$ cat config.mk
export PLATFORM = sky130hd
export DESIGN_NAME = id_ex_stage
export DESIGN_NICKNAME = d
export VERILOG_FILES = /design/src/rtl/riscv_pkg.sv /design/src/rtl/id_ex_stage_forward_mux.sv /design/src/rtl/id_ex_stage.sv
export SDC_FILE = /design/constraint.sdc
export NUM_CORES = 1
export LEC_CHECK = 0
export ABC_AREA = 0
export CORE_MARGIN = 10
export CORE_UTILIZATION = 25
export CTS_CLUSTER_DIAMETER = 150
export DETAILED_ROUTE_END_ITERATION = 7
export REMOVE_ABC_BUFFERS = 1
export SYNTH_ARGS = -nofsm -noshare
export SYNTH_HDL_FRONTEND = slang
export SYNTH_SLANG_ARGS = --single-unit
export TNS_END_PERCENT = 5
$ cat constraint.sdc
create_clock -name clk -period 4.8 [get_ports clk]
set_input_delay 0.96 -clock clk [delete_from_list [all_inputs] [get_ports clk]]
set_output_delay 0.96 -clock clk [all_outputs]
set_load 0.05 [all_outputs]
$ cat src/rtl/riscv_pkg.sv
// Shared RISC-V pipeline definitions: ALU select codes, result-source codes,
// the zero register index and the ID/EX pipeline register bundle.
package riscv_pkg;

    localparam int XLEN       = 32;
    localparam int REG_ADDR_W = 5;

    localparam logic [REG_ADDR_W-1:0] REG_ZERO = 5'd0;

    typedef enum logic [2:0] {
        ALU_ADD = 3'b000,
        ALU_SUB = 3'b001,
        ALU_AND = 3'b010,
        ALU_OR  = 3'b011
    } alu_op_e;

    localparam logic [1:0] RESULT_SRC_ALU  = 2'b00;
    localparam logic [1:0] RESULT_SRC_LOAD = 2'b01;

    typedef struct packed {
        logic                  valid;
        logic                  illegal;
        logic [REG_ADDR_W-1:0] rs1;
        logic [REG_ADDR_W-1:0] rs2;
        logic [REG_ADDR_W-1:0] rd;
        logic [XLEN-1:0]       rd1;
        logic [XLEN-1:0]       rd2;
        logic [XLEN-1:0]       imm;
        logic [2:0]            alu_ctrl;
        logic                  alu_src;
        logic                  reg_write;
        logic [1:0]            result_src;
        logic                  mem_write;
    } id_ex_regs_t;

    // Only the four codes with bit 2 clear are implemented by the ALU.
    function automatic logic is_illegal_alu(input logic [2:0] ctrl);
        return ctrl[2];
    endfunction

endpackage

$ cat src/rtl/id_ex_stage_forward_mux.sv
// Operand forwarding select: memory stage beats writeback, which beats the
// registered read data; register 0 is never forwarded.
module forward_mux
    import riscv_pkg::*;
(
    input  logic [REG_ADDR_W-1:0] rs,
    input  logic [XLEN-1:0]       reg_data,
    input  logic [REG_ADDR_W-1:0] rd_m,
    input  logic                  reg_write_m,
    input  logic [XLEN-1:0]       result_m,
    input  logic [REG_ADDR_W-1:0] rd_w,
    input  logic                  reg_write_w,
    input  logic [XLEN-1:0]       result_w,
    output logic [XLEN-1:0]       operand
);

    logic hit_m;
    logic hit_w;

    assign hit_m = (rs != REG_ZERO) && reg_write_m && (rd_m == rs);
    assign hit_w = (rs != REG_ZERO) && reg_write_w && (rd_w == rs);

    always_comb begin
        operand = reg_data;
        if (hit_m) begin
            operand = result_m;
        end else if (hit_w) begin
            operand = result_w;
        end
    end

endmodule

$ cat src/rtl/id_ex_stage.sv
// ID/EX pipeline register with load-use stall detection, bubble insertion,
// illegal-ALU-op flagging and combinational operand forwarding.
module id_ex_stage
    import riscv_pkg::*;
(
    input  logic                  clk,
    input  logic                  reset,

    input  logic                  valid_d,
    input  logic [REG_ADDR_W-1:0] rs1_d,
    input  logic [REG_ADDR_W-1:0] rs2_d,
    input  logic [REG_ADDR_W-1:0] rd_d,
    input  logic [XLEN-1:0]       rd1_d,
    input  logic [XLEN-1:0]       rd2_d,
    input  logic [XLEN-1:0]       imm_ext_d,
    input  logic [2:0]            alu_ctrl_d,
    input  logic                  alu_src_d,
    input  logic                  reg_write_d,
    input  logic [1:0]            result_src_d,
    input  logic                  mem_write_d,

    input  logic                  flush_e,
    input  logic [REG_ADDR_W-1:0] rd_m,
    input  logic                  reg_write_m,
    input  logic [XLEN-1:0]       alu_result_m,
    input  logic [REG_ADDR_W-1:0] rd_w,
    input  logic                  reg_write_w,
    input  logic [XLEN-1:0]       result_w,

    output logic [XLEN-1:0]       alu_a_e,
    output logic [XLEN-1:0]       alu_b_e,
    output logic [2:0]            alu_ctrl_e,
    output logic [XLEN-1:0]       write_data_e,
    output logic [REG_ADDR_W-1:0] rd_e,
    output logic                  reg_write_e,
    output logic                  mem_write_e,
    output logic [1:0]            result_src_e,
    output logic                  valid_e,
    output logic                  illegal_e,
    output logic                  stall_d
);

    id_ex_regs_t ex_d;
    id_ex_regs_t ex_q;

    logic illegal_d;
    logic bubble;
    logic load_in_e;

    // A load in E cannot supply its data in time for a dependent instruction in D.
    assign load_in_e = ex_q.valid && (ex_q.result_src == RESULT_SRC_LOAD) && (ex_q.rd != REG_ZERO);
    assign stall_d   = load_in_e && valid_d && ((ex_q.rd == rs1_d) || (ex_q.rd == rs2_d));

    assign illegal_d = valid_d && is_illegal_alu(alu_ctrl_d);
    assign bubble    = flush_e || stall_d || !valid_d || illegal_d;

    always_comb begin
        ex_d = '0;
        if (!bubble) begin
            ex_d.valid      = 1'b1;
            ex_d.rs1        = rs1_d;
            ex_d.rs2        = rs2_d;
            ex_d.rd         = rd_d;
            ex_d.rd1        = rd1_d;
            ex_d.rd2        = rd2_d;
            ex_d.imm        = imm_ext_d;
            ex_d.alu_ctrl   = alu_ctrl_d;
            ex_d.alu_src    = alu_src_d;
            ex_d.reg_write  = reg_write_d;
            ex_d.result_src = result_src_d;
            ex_d.mem_write  = mem_write_d;
        end
        // A killed or held instruction is not reported; it is flagged once when it really issues.
        ex_d.illegal = illegal_d && !flush_e && !stall_d;
    end

    always_ff @(posedge clk or posedge reset) begin
        if (reset) begin
            ex_q <= '0;
        end else begin
            ex_q <= ex_d;
        end
    end

    forward_mux u_fwd_a (
        .rs          (ex_q.rs1),
        .reg_data    (ex_q.rd1),
        .rd_m        (rd_m),
        .reg_write_m (reg_write_m),
        .result_m    (alu_result_m),
        .rd_w        (rd_w),
        .reg_write_w (reg_write_w),
        .result_w    (result_w),
        .operand     (alu_a_e)
    );

    forward_mux u_fwd_b (
        .rs          (ex_q.rs2),
        .reg_data    (ex_q.rd2),
        .rd_m        (rd_m),
        .reg_write_m (reg_write_m),
        .result_m    (alu_result_m),
        .rd_w        (rd_w),
        .reg_write_w (reg_write_w),
        .result_w    (result_w),
        .operand     (write_data_e)
    );

    assign alu_b_e      = ex_q.alu_src ? ex_q.imm : write_data_e;
    assign alu_ctrl_e   = ex_q.alu_ctrl;
    assign rd_e         = ex_q.rd;
    assign reg_write_e  = ex_q.reg_write;
    assign mem_write_e  = ex_q.mem_write;
    assign result_src_e = ex_q.result_src;
    assign valid_e      = ex_q.valid;
    assign illegal_e    = ex_q.illegal;

endmodule

==> qor.txt <==
status: complete, no violations
Pwr Density: 275.4 mW/mm^2
gr usage total: 15.56%
hold_sp: result_src_e[1]$_DFF_PP0_
Num CTS Buffers: 17
Hold Buf Count CTS: 0
Seq pwr share: 35.7%
fin area: 0.01083 mm^2
IO Pins: 310
clk slew on worst S/H paths: 60 ps
Post-Route WL: 26790 um
Mapped Cells: 650
synth top area cells: dfrtp_1 (45%), and2_1 (11%), a221oi_2 (6.8%), o31ai_2 (5.6%), mux2i_1 (4.8%)
final setup TNS: 0 ps
# Max-Cap Violations: 0
htree depth: 4
area growth from synthesis to layout: 62.41%
Unique masters post-synth: 41
YS warnings: 0
first-pass GRT wire length: 39790 um
Worst Max-Slew Pin Slew: 951.7 ps
WS Path Type: input port to output pin
hold crit path type: register to register
Tot Pwr: 2.982 mW
worst hold slack: 971.9 ps
power share of the clock group: 46.6%
Std-Cell Rows: 59
Die Ht: 183.3 um
final non-filler cell total: 1284
via density per instance: 4.530
Resize count post-CTS: 0
DP Area: 0.01020 mm^2
grt total ovfl: 0
Root Buffer Master: clkbuf_16
dominant cell type by area after synthesis: dfrtp_1
Final Cycle Share: 89.12%
Hold Vio Cnt, Final: 0
vias in the first global route: 6332
CP startpoint: rd_m[3]
max frequency: 0.2338 GHz
cell internal pwr: 2.186 mW
Seq cells post-synth: 121
First DRT Iteration DRCs: 351
Critical Path RT: 3840 ps
share of the synthesized area in the top cell type: 45.42%
Max rail drop VDD: 0.1572 mV
die area: 0.03360 mm^2
Syn Area/Cell: 10.26 um^2
First-pass DRT Iterations: 5
antenna viol nets, final: 0
max incr delay on CP: 750 ps
Post-CTS Setup Bufs: 0
Final GP Congestion: 0.7830
Pleak: 4.654 nW
worst rel slew slack: 36.55%
Setup crit end kind: output pin
largest net degree at the start of global routing: 65
r2r setup slk: 2910 ps
Worst path depth: 8
unrepaired setup endpoints after global routing: no
Reg-to-Reg Start: rd_e[0]$_DFF_PP0_
Crit path max-delay family: simple AND/OR/NAND/NOR gates
fraction of power consumed by combinational cells: 17.7%
Critical Path AT: 3320 ps
Cell Chain, Critical Path: clkdlybuf4s50_1, xnor2_1, nand3_1, or3_2, buf_12, nor2_1, o31ai_2, buf_4
critical path launch point type: input port
Final Setup Violations: 0
Post-layout nets: 1134
clk sinks: 121
layout cells sized above 1: 22.89%
Core Footprint: 0.02613 mm^2
NetSw: 0.7960 mW
placed cell count: 1251
sw frac: 26.69%
RR Endpoint: ex_q[102]$_DFF_PP0_
initial antenna violation count: 2
fin. max-slew vios: 0
CTS max path bufs: 2
Crit Path Max Fanout: 19
I/O Buffers: 309
Seq/Total Area, Yosys: 45.42%
routed vias: 5817
CTS tree: built
clk_lat worst skew: 420 ps
critical path's slowest cell: or3_2
Post-Syn Area: 0.006666 mm^2
DP Wirelength: 19840 um
Residual DRC: 0
Setup crit end: alu_b_e[19]
Initial Util: 25.51%
WP buf/inv: 3
wire per inst: 20.86 um
Worst Reg-to-Reg Cells: 6
skew final: 12.99 ps
Die X: 183.3 um
final worst path period need: 4278 ps
-- kinds of logic (layout without fill, tap and decap cells) --
kind of cell	after synthesis	in the layout	synth area share [%]
simple gates	307	307	24.10
flops	121	121	45.42
compound gates	101	101	16.09
buf+inv	60	358	5.743
mux	32	32	4.805
xor+xnor	28	28	3.791
other cells	1	2	0.05625
-- power by group through the flow --
stage                     sequential [mW]  combinational [mW]  clock, mW
after floorplan                      1.09               0.218          0
after global routing                 1.07               0.563       1.48
final                                1.06               0.528       1.39
after global placement               1.08               0.531          0
after detailed placement             1.08               0.533          0
after CTS                            1.06               0.536       1.43
-- layout by cell type, fill, tap and decap left out, types with 2 or more instances in the layout --
| master | instances |
|---|---|
| a221oi_2 | 30 |
| nand4_1 | 2 |
| o31ai_1 | 2 |
| and2_1 | 121 |
| clkdlybuf4s50_1 | 213 |
| nor2_1 | 68 |
| buf_12 | 37 |
| o31ai_2 | 30 |
| a21oi_2 | 2 |
| xnor2_1 | 23 |
| o21ai_1 | 8 |
| clkbuf_16 | 17 |
| xor2_1 | 4 |
| mux2i_1 | 32 |
| nand2_1 | 68 |
| inv_6 | 2 |
| bufinv_16 | 4 |
| o21ai_0 | 24 |
| nor4_4 | 2 |
| and3_1 | 32 |
| clkinv_4 | 2 |
| buf_4 | 75 |
| nand3_1 | 4 |
| dfrtp_1 | 120 |
| or3_2 | 2 |
| clkinvlp_4 | 5 |
-- Yosys cell counts, drive strengths merged --
master       instances
or3                  2
clkbuf              31
o21ai               32
nor3b                1
and2               121
nor2                69
o22ai                1
xor2                 4
a211oi               1
or4                  2
nand2b               1
conb                 1
nand4                2
mux2i               32
a21oi                3
nor4                 2
nand4b               1
inv                  1
buf                 27
and3                32
xnor2               24
nand2               68
dfrtp              121
a221oi              32
nand3                4
o31ai               32
nor3                 2
dlygate4sd3          1
-- worst min path at each step --
stage,end,slack [ps],cells past startpoint
after detailed placement,illegal_e$_DFF_PP0_,960,4
after CTS,illegal_e$_DFF_PP0_,980,4
after global placement,illegal_e$_DFF_PP0_,980,4
final,illegal_e$_DFF_PP0_,970,4
after floorplan,alu_ctrl_e[0]$_DFF_PP0_,1090,1
after global routing,illegal_e$_DFF_PP0_,1050,4
-- flip-flops by register name, indices dropped and copies added, names as in the netlist --
name          flops
reg_write_e       1
illegal_e         1
mem_write_e       1
result_src_e      2
rd_e              5
alu_ctrl_e        3
ex_q            107
valid_e           1
-- routing by layer --
metal | part of all wire (%) | GRT usage, % | up-vias | wire (um)
li1 | - | - | 2781 | -
met1 | 43 | 19.02 | 2796 | 11550
met5 | 0.067 | 0 | - | 18
met3 | 8.2 | 6.047 | 16 | 2196
met4 | 0.93 | 3.016 | 2 | 249
met2 | 48 | 25.55 | 222 | 12780
-- area by class of cell --
type,instances,area [um^2]
Timing Repair Buffer,325,3436
Fill cell,2541,15310
Multi-Input combinational cell,469,3304
Tap cell,335,419.2
Clock inverter,14,197.7
Inverter,1,6.256
Antenna cell,1,2.502
Clock buffer,18,429.2
Sequential cell,121,3032
-- through the flow --
stage	setup WS, ps	utilization (%)
after floorplan	-1028	-
after global placement	543.2	39.02
after detailed placement	522.7	39.02
after CTS	504.8	41.42
after global routing	374.3	41.42
final	522.3	41.43
-- worst reg2reg max path: stages, from the launching register on --
cell,delay (ps)
dfrtp_1,430
xnor2_1,150
nand3_1,90
o22ai_1,140
a211oi_4,230
buf_4,470
and2_1,290
(Power assumes the default switching activity.)
